File: config.mk
export PLATFORM = sky130hd
export DESIGN_NAME = fact_arbiter_flat
export DESIGN_NICKNAME = d
export VERILOG_FILES = /design/src/rtl/fact_arbiter_if.sv /design/src/rtl/fact_arbiter.sv /design/src/flat_wrapper.sv
export SDC_FILE = /design/constraint.sdc
export NUM_CORES = 1
export LEC_CHECK = 0
export BUFFER_PORTS_ARGS = -buffer_cell sky130_fd_sc_hd__buf_2
export CORE_MARGIN = 10
export CORE_UTILIZATION = 30
export CTS_CLUSTER_DIAMETER = 60
export CTS_CLUSTER_SIZE = 14
export DETAILED_ROUTE_END_ITERATION = 7
export HOLD_SLACK_MARGIN = 0.08
export SLEW_MARGIN = 0
export SYNTH_ARGS = -nofsm -noshare
export SYNTH_HDL_FRONTEND = slang
export SYNTH_SLANG_ARGS = --single-unit
export TNS_END_PERCENT = 100
File: constraint.sdc
create_clock -name clk -period 2.9 [get_ports clk]
set_clock_uncertainty 0.1 [all_clocks]
set_input_delay 0.58 -clock clk [delete_from_list [all_inputs] [get_ports clk]]
set_output_delay 0.58 -clock clk [all_outputs]
set_load 0.005 [all_outputs]
File: src/rtl/fact_arbiter_if.sv
// Bus bundle between the requesters/factorial unit and fact_arbiter.
// Requester side: req, n_in (in), gnt, done, rslt, err (out).
// Unit side:      fu_go, fu_n (out), fu_done, fu_rslt (in).
// The slave modport is the arbiter's view; master is the environment's view.
interface fact_arbiter_if #(
    parameter int unsigned NREQ = 4
);
    logic [NREQ-1:0]    req;
    logic [NREQ*32-1:0] n_in;
    logic [NREQ-1:0]    gnt;
    logic [NREQ-1:0]    done;
    logic [31:0]        rslt;
    logic               err;
    logic               fu_go;
    logic [31:0]        fu_n;
    logic               fu_done;
    logic [31:0]        fu_rslt;

    modport slave (
        input  req, n_in, fu_done, fu_rslt,
        output gnt, done, rslt, err, fu_go, fu_n
    );

    modport master (
        output req, n_in, fu_done, fu_rslt,
        input  gnt, done, rslt, err, fu_go, fu_n
    );
endinterface

File: src/rtl/fact_arbiter.sv
// Round-robin arbiter sharing one factorial unit among NREQ requesters.
// Latches the winner's operand, screens it against MAXN, issues it to the
// unit, waits for completion (bounded by a TIMEOUT-cycle watchdog) and
// returns the result with a one-cycle done pulse to the winner.
// Ports: clk, rst_btn (async, active-low), bus (fact_arbiter_if.slave).
// All outputs are registered.
module fact_arbiter #(
    parameter int unsigned NREQ    = 4,
    parameter int unsigned MAXN    = 12,
    parameter int unsigned TIMEOUT = 1024
) (
    input  logic          clk,
    input  logic          rst_btn,
    fact_arbiter_if.slave bus
);
    localparam int unsigned IW = (NREQ > 1) ? $clog2(NREQ) : 1;
    localparam int unsigned WW = $clog2(TIMEOUT) + 1;

    typedef enum logic [1:0] {IDLE, ISSUE, WAIT, RESP} state_t;

    state_t          state_q, state_d;
    logic [IW-1:0]   idx_q, idx_d;
    logic [IW-1:0]   ptr_q, ptr_d;
    logic [WW-1:0]   wdog_q, wdog_d;
    logic [NREQ-1:0] gnt_q, gnt_d;
    logic [NREQ-1:0] done_q, done_d;
    logic [31:0]     rslt_q, rslt_d;
    logic            err_q, err_d;
    logic            go_q, go_d;
    logic [31:0]     fn_q, fn_d;

    logic [31:0]     ops [NREQ];
    logic            found;
    logic [IW-1:0]   win;
    logic [31:0]     win_n;
    int unsigned     cand;

    // Unpack the operand bus into per-requester words
    always_comb begin
        for (int unsigned i = 0; i < NREQ; i++) begin
            ops[i] = bus.n_in[32*i +: 32];
        end
    end

    // Round-robin search starting at ptr, wrapping at NREQ-1
    always_comb begin
        found = 1'b0;
        win   = '0;
        cand  = 0;
        for (int unsigned i = 0; i < NREQ; i++) begin
            cand = 32'(ptr_q) + i;
            if (cand >= NREQ) begin
                cand = cand - NREQ;
            end
            if (!found && bus.req[IW'(cand)]) begin
                found = 1'b1;
                win   = IW'(cand);
            end
        end
        win_n = ops[win];
    end

    // Next-state and next-output logic
    always_comb begin
        state_d = state_q;
        idx_d   = idx_q;
        ptr_d   = ptr_q;
        wdog_d  = wdog_q;
        gnt_d   = gnt_q;
        done_d  = '0;
        rslt_d  = rslt_q;
        err_d   = err_q;
        go_d    = 1'b0;
        fn_d    = fn_q;
        case (state_q)
            IDLE: begin
                if (found) begin
                    idx_d = win;
                    gnt_d = NREQ'(1) << win;
                    if (win_n <= 32'(MAXN)) begin
                        state_d = ISSUE;
                        go_d    = 1'b1;
                        fn_d    = win_n;
                    end else begin
                        // Out-of-range operand: answer without touching the unit
                        state_d = RESP;
                        done_d  = NREQ'(1) << win;
                        rslt_d  = '0;
                        err_d   = 1'b1;
                    end
                end
            end
            ISSUE: begin
                state_d = WAIT;
                wdog_d  = '0;
            end
            WAIT: begin
                // Completion takes priority over the watchdog terminal count
                if (bus.fu_done) begin
                    state_d = RESP;
                    done_d  = NREQ'(1) << idx_q;
                    rslt_d  = bus.fu_rslt;
                    err_d   = 1'b0;
                    wdog_d  = '0;
                end else if (wdog_q == WW'(TIMEOUT - 1)) begin
                    state_d = RESP;
                    done_d  = NREQ'(1) << idx_q;
                    rslt_d  = '0;
                    err_d   = 1'b1;
                    wdog_d  = '0;
                end else begin
                    wdog_d = wdog_q + WW'(1);
                end
            end
            RESP: begin
                state_d = IDLE;
                gnt_d   = '0;
                wdog_d  = '0;
                ptr_d   = (32'(idx_q) == NREQ - 1) ? '0 : idx_q + IW'(1);
            end
            default: begin
                state_d = IDLE;
            end
        endcase
    end

    // State and output registers
    always_ff @(posedge clk or negedge rst_btn) begin
        if (!rst_btn) begin
            state_q <= IDLE;
            idx_q   <= '0;
            ptr_q   <= '0;
            wdog_q  <= '0;
            gnt_q   <= '0;
            done_q  <= '0;
            rslt_q  <= '0;
            err_q   <= 1'b0;
            go_q    <= 1'b0;
            fn_q    <= '0;
        end else begin
            state_q <= state_d;
            idx_q   <= idx_d;
            ptr_q   <= ptr_d;
            wdog_q  <= wdog_d;
            gnt_q   <= gnt_d;
            done_q  <= done_d;
            rslt_q  <= rslt_d;
            err_q   <= err_d;
            go_q    <= go_d;
            fn_q    <= fn_d;
        end
    end

    assign bus.gnt   = gnt_q;
    assign bus.done  = done_q;
    assign bus.rslt  = rslt_q;
    assign bus.err   = err_q;
    assign bus.fu_go = go_q;
    assign bus.fu_n  = fn_q;
endmodule

File: src/flat_wrapper.sv
// flat-port wrapper written by rule: the top's interface ports become plain ports
module fact_arbiter_flat 
#(
    parameter int unsigned NREQ    = 4,
    parameter int unsigned MAXN    = 12,
    parameter int unsigned TIMEOUT = 1024
)
  (clk, rst_btn, bus_req, bus_n_in, bus_fu_done, bus_fu_rslt, bus_gnt, bus_done, bus_rslt, bus_err, bus_fu_go, bus_fu_n);
  fact_arbiter_if #(.NREQ(NREQ)) bus_i ();
  input  logic clk;
  input  logic rst_btn;
  input wire logic [$bits(bus_i.req)-1:0] bus_req;
  input wire logic [$bits(bus_i.n_in)-1:0] bus_n_in;
  input wire logic [$bits(bus_i.fu_done)-1:0] bus_fu_done;
  input wire logic [$bits(bus_i.fu_rslt)-1:0] bus_fu_rslt;
  output wire logic [$bits(bus_i.gnt)-1:0] bus_gnt;
  output wire logic [$bits(bus_i.done)-1:0] bus_done;
  output wire logic [$bits(bus_i.rslt)-1:0] bus_rslt;
  output wire logic [$bits(bus_i.err)-1:0] bus_err;
  output wire logic [$bits(bus_i.fu_go)-1:0] bus_fu_go;
  output wire logic [$bits(bus_i.fu_n)-1:0] bus_fu_n;
  assign bus_i.req = bus_req;
  assign bus_i.n_in = bus_n_in;
  assign bus_i.fu_done = bus_fu_done;
  assign bus_i.fu_rslt = bus_fu_rslt;
  assign bus_gnt = bus_i.gnt;
  assign bus_done = bus_i.done;
  assign bus_rslt = bus_i.rslt;
  assign bus_err = bus_i.err;
  assign bus_fu_go = bus_i.fu_go;
  assign bus_fu_n = bus_i.fu_n;
  fact_arbiter #(.NREQ(NREQ), .MAXN(MAXN), .TIMEOUT(TIMEOUT)) u_core (.clk(clk), .rst_btn(rst_btn), .bus(bus_i));
endmodule
==> metrics.md, run 1 <==
| Metric | Value |
|---|---|
| Yosys warnings | `0` |
| Post-synthesis sequential area ratio | `between 50% and 60%` |
| Clock tree buffer depth | `2` |
| Global route overflow | `0` |
| First-pass GRT wire length | `between 20000 and 25000 um` |
| Tmin final | `2.791 ns` |
| Synth Area in Simple Gates | `19.74%` |
| Row count | `44` |
| Slew @ Worst Pin | `approximately 0.65 ns` |
| Hold Fails Final Rpt | `0` |
| Final Slew Violations | `0` |
| Status | `finished clean` |
| Yosys cell types | `40` |
| 1st-iter DRT viols | `approximately 110` |
| Met3 usage | `5.771%` |
| Synth Area in Compound Gates | `approximately 8%` |
| Wire per inst | `18.19 um` |
| Via-to-Cell Ratio | `around 4.8` |
| Register Area | `2280 um^2` |
| Met1 usage | `about 15%` |
| RSZ-0062 raised after global routing | `no` |
| Slew margin rel. | `a little under three fifths` |
| Residual DRC | `0` |
| Worst path required time | `a little over 3 ns` |
| Yosys reg bits | `91` |
| Die span in x | `roughly 140 um` |
| Share of post-route cells with drive strength above 1 | `between 50% and 60%` |
| Post-synth top flop | `dfrtp_1` |
| Post-route ant nets | `0` |
| Worst hold path class | `primary input to asynchronous set/reset pin` |
| Final GP Congestion | `a little under 0.9` |
| Final core utilization | `around 44%` |
| CTS tree | `done` |
| Syn_nets | `around 570` |
| EDFF count, synth | `0` |
| Most frequent cells in the layout | `buf_2, dfrtp_1, and3_1` |
| Setup violators final | `0` |
| Initial Util | `30.90%` |
| Total GRT Usage | `between 10 and 15%` |
| H-tree levels | `3` |
| Buffers added on ports | `240` |
| Initial antenna violation count | `1` |
| Area of the multi-input gates | `approximately 2100 um^2` |
| Pre-antenna DRT Iters | `4` |
| DPL Wire Length | `around 12000 um` |
| Largest net degree at the start of global routing | `a little under 50` |
| Clock transition at path regs | `~0.07 ns` |
| Area delta synth->final | `43.66%` |
| Vias in the first global route | `4442` |
| Post-Synth XOR/XNOR Area | `0%` |
| Worst-path maximum fanout | `8` |
| Synth top area cells | `dfrtp_1, mux2_4, and3_1, and2_1, nor4_1` |
| CTS Hold Buffers Added | `0` |
| Startpoint Class | `register` |
| Most common cell after layout, fill and taps aside | `buf_2` |
| Mux contribution to synthesized area | `15.34%` |
| Critical Path End Type | `register` |
| Top cell type by total area after synthesis | `dfrtp_1` |
| Clock sinks | `91` |
| Adder-Cell Fraction of Synth Area | `under 10%` |
| Max Cap Viol | `0` |
| Die Ht | `approximately 140 um` |
| Crit Path Category | `register to register` |
| Worst vdd ir | `around 0.00036 V` |
| Met2 Resource Use GR | `24.83%` |
| Layout net count | `about 830` |
| Cell Area, Synth | `about 4500 um^2` |
| Largest family of logic cells by synthesized area | `simple AND/OR/NAND/NOR gates` |
| Io pins | `241` |
| Synthesized area per cell | `11.54 um^2` |
| Number of fill cells | `approximately 1400` |
| Final worst-path cycle share | `between 90% and 100%` |
| Vias post-DR | `4068` |
| Top Usage Layer GRT | `met2` |
| Leakage power | `0.003621 uW` |
| Clk Tree Root Cell | `clkbuf_16` |
| Drt total wl | `15260 um` |
| Clock latency on the worst-skew pair | `~0.35 ns` |
| CTS buffer count | `9` |
| Core box area | `14640 um^2` |
| Post-synth top area share | `50.32%` |
| Design Power | `5440 uW` |
| Post-Synthesis Cells | `approximately 400` |
| Synth async-reset ratio | `100.0%` |
| FMAX | `about 360 MHz` |
| DIE AREA | `a little over 20000 um^2` |
| Crit path DAT | `~2.9 ns` |
| P per Cell Area | `about 840 nW/um^2` |
| N_diodes | `0` |
==> report_power, final <==
group / internal [uW] / switching, uW
clock: 762 / 498
combinational: 1300 / 1080
sequential: 1590 / 219
total: 3640 / 1800
==> path summary, 6_finish.rpt <==
kind / from / to / slack, ns / cells after the start
worst max-delay path: u_core.ptr_q[0] / u_core.bus.rslt[12] / 0.11 / 11
max in group asynchronous: rst_btn / u_core.ptr_q[0] / 1.86 / 2
worst min-delay path: rst_btn / u_core.bus.rslt[23] / 0.14 / 1
worst max register to register: u_core.ptr_q[0] / u_core.bus.rslt[12] / 0.11 / 11
worst min register to register: u_core.bus.fu_n[28] / u_core.bus.fu_n[28] / 0.38 / 1
min in group clk: u_core.bus.fu_n[28] / u_core.bus.fu_n[28] / 0.38 / 1
==> state kept, by name (all words and copies together) (netlist names) <==
| name | count |
|---|---|
| u_core.bus.rslt | 32 |
| u_core.wdog_q | 11 |
| u_core.state_q | 2 |
| u_core.bus.gnt | 4 |
| u_core.idx_q | 2 |
| u_core.bus.fu_n | 32 |
| u_core.bus.fu_go | 1 |
| u_core.bus.done | 4 |
| u_core.bus.err | 1 |
| u_core.ptr_q | 2 |
==> stage by stage <==
step | area (um^2) | setup WS (ns) | cells | hold slack [ns] | setup TNS (ns)
6_report | 6501 | 0.1094 | 839 | 0.1437 | 0
5_1_grt | 6501 | 0.006519 | 839 | 0.1951 | 0
4_1_cts | 6375 | 0.03472 | 833 | 0.1621 | 0
3_5_place_dp | 6056 | -0.2783 | 817 | 0.3680 | -8.228
3_3_place_gp | 6056 | -0.2257 | 817 | 0.3636 | -6.331
2_1_floorplan | 4558 | -0.03994 | 392 | 0.1844 | -1.198
==> critical path, cell delays in order, from the launching register on <==
cell and delay [ns]:
dfrtp_2 0.45, nor2b_2 0.17, o21ba_4 0.18, nor2_4 0.05, buf_12 0.14, mux2i_1 0.12, mux2_2 0.28, a211o_1 0.34
a31oi_4 0.21, buf_12 0.15, clkbuf_16 0.17, mux2_4 0.30
==> synthesized netlist by cell type (2+ instances only) <==
master    number
nor3_1        10
nand3_1        9
and3_1        36
nor2b_1        4
nand2_1       16
nand4_1        6
mux2i_1       12
mux2_2        11
nor2_1        16
mux2_4        30
a21oi_1        7
or4_1          2
nor4_1        26
nand2b_1       2
a22o_1         6
clkbuf_1      13
buf_12         3
a31oi_1        3
dfrtp_1       91
a32o_1         5
o21ai_0       18
a21o_1         2
ha_1          10
and2_1        28
inv_1         11
==> layer usage <==
layer | wire, um | part of all wire [%]
met1 | 5960 | 39
met2 | 7530 | 49
met5 | 0 | 0
met4 | 271 | 1.8
met3 | 1501 | 9.8
==> layout make-up <==
class                   instances  area share, %
repair buffers                266          23.27
clock inverters                 5          1.328
flip-flops and latches         91          35.07
inverters                      11         0.6351
multi-input cells             271          32.58
well taps                     184          3.541
clock buffers                  11          3.580
==> logic make-up (layout without fill, tap and decap cells) <==
family                     count (synthesis)  after routing
buffers and inverters                     30            293
and+or+nand+nor                          158            158
DFF                                       91             91
AOI/OAI and AO/OA                         50             50
muxes                                     53             53
adders and majority gates                 10             10
==> timing repair <==
action | CTS | global route
endpoints found under the setup margin | 0 | 33
gates resized for setup | 0 | 6
buffers inserted | 0 | 3
endpoints found under the hold margin | 0 | 0
No activity file was read; power rests on OpenSTA's default activity.
==> run 2: changes to the inputs <==
==> constraint.sdc (replaced) <==
create_clock -name clk -period 3.2 [get_ports clk]
set_clock_uncertainty 0.1 [all_clocks]
set_input_delay 0.64 -clock clk [delete_from_list [all_inputs] [get_ports clk]]
set_output_delay 0.64 -clock clk [all_outputs]
set_load 0.005 [all_outputs]
==> metrics.md, run 2 (synthesized netlist as in run 1, its figures left out) <==
| Metric | Value |
|---|---|
| Buffers added on ports | `240` |
| Clock sinks | `91` |
| Worst-path maximum fanout | `33` |
| CTS resizes | `0` |
| Largest net degree at the start of global routing | `92` |
| Most frequent cells in the layout | `buf_2, dfrtp_1, and3_1` |
| # placed instances | `between 800 and 900` |
| Dpl cell area | `slightly below 6000 um^2` |
| Clock latency on the worst-skew pair | `around 0.34 ns` |
| Die span in x | `roughly 140 um` |
| Tmin final | `2.984 ns` |
| Crit path DAT | `approximately 3.1 ns` |
| Share of post-route cells with drive strength above 1 | `approximately half` |
| Clock transition at path regs | `~0.06 ns` |
| Clock tree buffer depth | `2` |
| Global route overflow | `0` |
| Layout net count | `814` |
| CTS buffer count | `9` |
| Vias post-DR | `4009` |
| Core box area | `14640 um^2` |
| Initial Util | `around 31%` |
| DPL Wire Length | `about 12000 um` |
| Final GP Congestion | `0.8829` |
| Total GRT Usage | `14.51%` |
| Pre-antenna DRT Iters | `4` |
| Final core utilization | `around 43%` |
| Hold Fails Final Rpt | `0` |
| Final Slew Violations | `0` |
| Max Cap Viol | `0` |
| Non-Filler Instances | `around 830` |
| Setup violators final | `0` |
| FMAX | `about 340 MHz` |
| DIE AREA | `a little over 20000 um^2` |
| Clk Tree Root Cell | `clkbuf_16` |
| Final worst-path cycle share | `just over 90%` |
| Vias in the first global route | `~4500` |
| Initial antenna violation count | `1` |
| CTS Hold Buffers Added | `0` |
| Worst vdd ir | `0.0003526 V` |
| Wire per inst | `17.92 um` |
| Status | `finished clean` |
| Die Ht | `around 140 um` |
| Number of setup buffers added after CTS | `0` |
| Via-to-Cell Ratio | `4.848` |
| Slew @ Worst Pin | `about 0.52 ns` |
| First-pass GRT wire length | `23500 um` |
| Io pins | `~240` |
| RSZ-0062 raised after global routing | `no` |
| Crit Path Category | `primary input to register` |
| Startpoint Class | `primary input` |
| Most common cell after layout, fill and taps aside | `buf_2` |
| P per Cell Area | `approximately 740 nW/um^2` |
| Leakage power | `0.003521 uW` |
| Place WS | `-0.1469 ns` |
| Slew margin rel. | `about two thirds` |
| CTS tree | `done` |
| Setup WS post-layout | `0.2159 ns` |
| Area delta synth->final | `39.18%` |
| 1st-iter DRT viols | `160` |
| H-tree levels | `3` |
| Residual DRC | `0` |
| Post-route ant nets | `0` |
| Final Instance Area | `around 6300 um^2` |
| Row count | `44` |
| Worst path required time | `roughly 3.3 ns` |
| Critical Path End Type | `register` |
| Drt total wl | `14820 um` |
| Worst hold path class | `primary input to asynchronous set/reset pin` |
run 2: stage by stage:
step	hold WS, ns	TNS (ns)	total power (uW)
finish	0.2291	0	4672
global route	0.2635	0	4990
CTS	0.2611	0	4735
detailed placement	0.3660	-3.291	3541
global placement	0.3632	-0.9571	3484
floorplan	0.2444	0	2927
run 2: layout make-up:
type | instances | area [um^2]
Antenna cell | 1 | 2.502
Clock buffer | 11 | 252.7
Clock inverter | 5 | 82.58
Fill cell | 1397 | 8346
Inverter | 11 | 41.29
Multi-Input combinational cell | 271 | 2073
Sequential cell | 91 | 2277
Tap cell | 184 | 230.2
Timing Repair Buffer | 253 | 1339
run 2: worst paths after layout:
kind	from	to	slack [ns]	cells after the start
setup / recovery	bus_req[0]	u_core.bus.rslt[5]	0.22	10
hold / removal	rst_btn	u_core.bus.done[1]	0.23	2
setup reg to reg	u_core.ptr_q[0]	u_core.bus.rslt[5]	0.27	9
hold reg to reg	u_core.bus.fu_n[14]	u_core.bus.fu_n[14]	0.38	1
max in group asynchronous	rst_btn	u_core.bus.fu_n[19]	2.38	2
min in group clk	u_core.bus.fu_n[14]	u_core.bus.fu_n[14]	0.38	1
run 2: per-layer routing:
layer  global-route usage [%]  up-vias  part of all wire (%)
met1                    15.64     1898                    39
met4                    4.669        0                   1.2
met3                    6.269       12                   9.9
met5                        0        -                     0
met2                    25.12      180                    50
li1                         -     1919                     -
run 2: power by group:
| group | total [uW] | switching, uW | internal (uW) |
|---|---|---|---|
| Sequential | 1620 | 188 | 1430 |
| Combinational | 1870 | 902 | 972 |
| Clock | 1180 | 446 | 730 |
| Total | 4670 | 1540 | 3140 |
run 2: worst max-delay path, cell delays in order:
cell and delay, ns:
buf_2 0.10, nor2b_1 0.14, nor3_1 0.18, a21oi_1 0.08, nor2_1 0.32, mux2_2 0.40
a211o_1 0.36, a31oi_4 0.22, buf_12 0.27, mux2_2 0.37
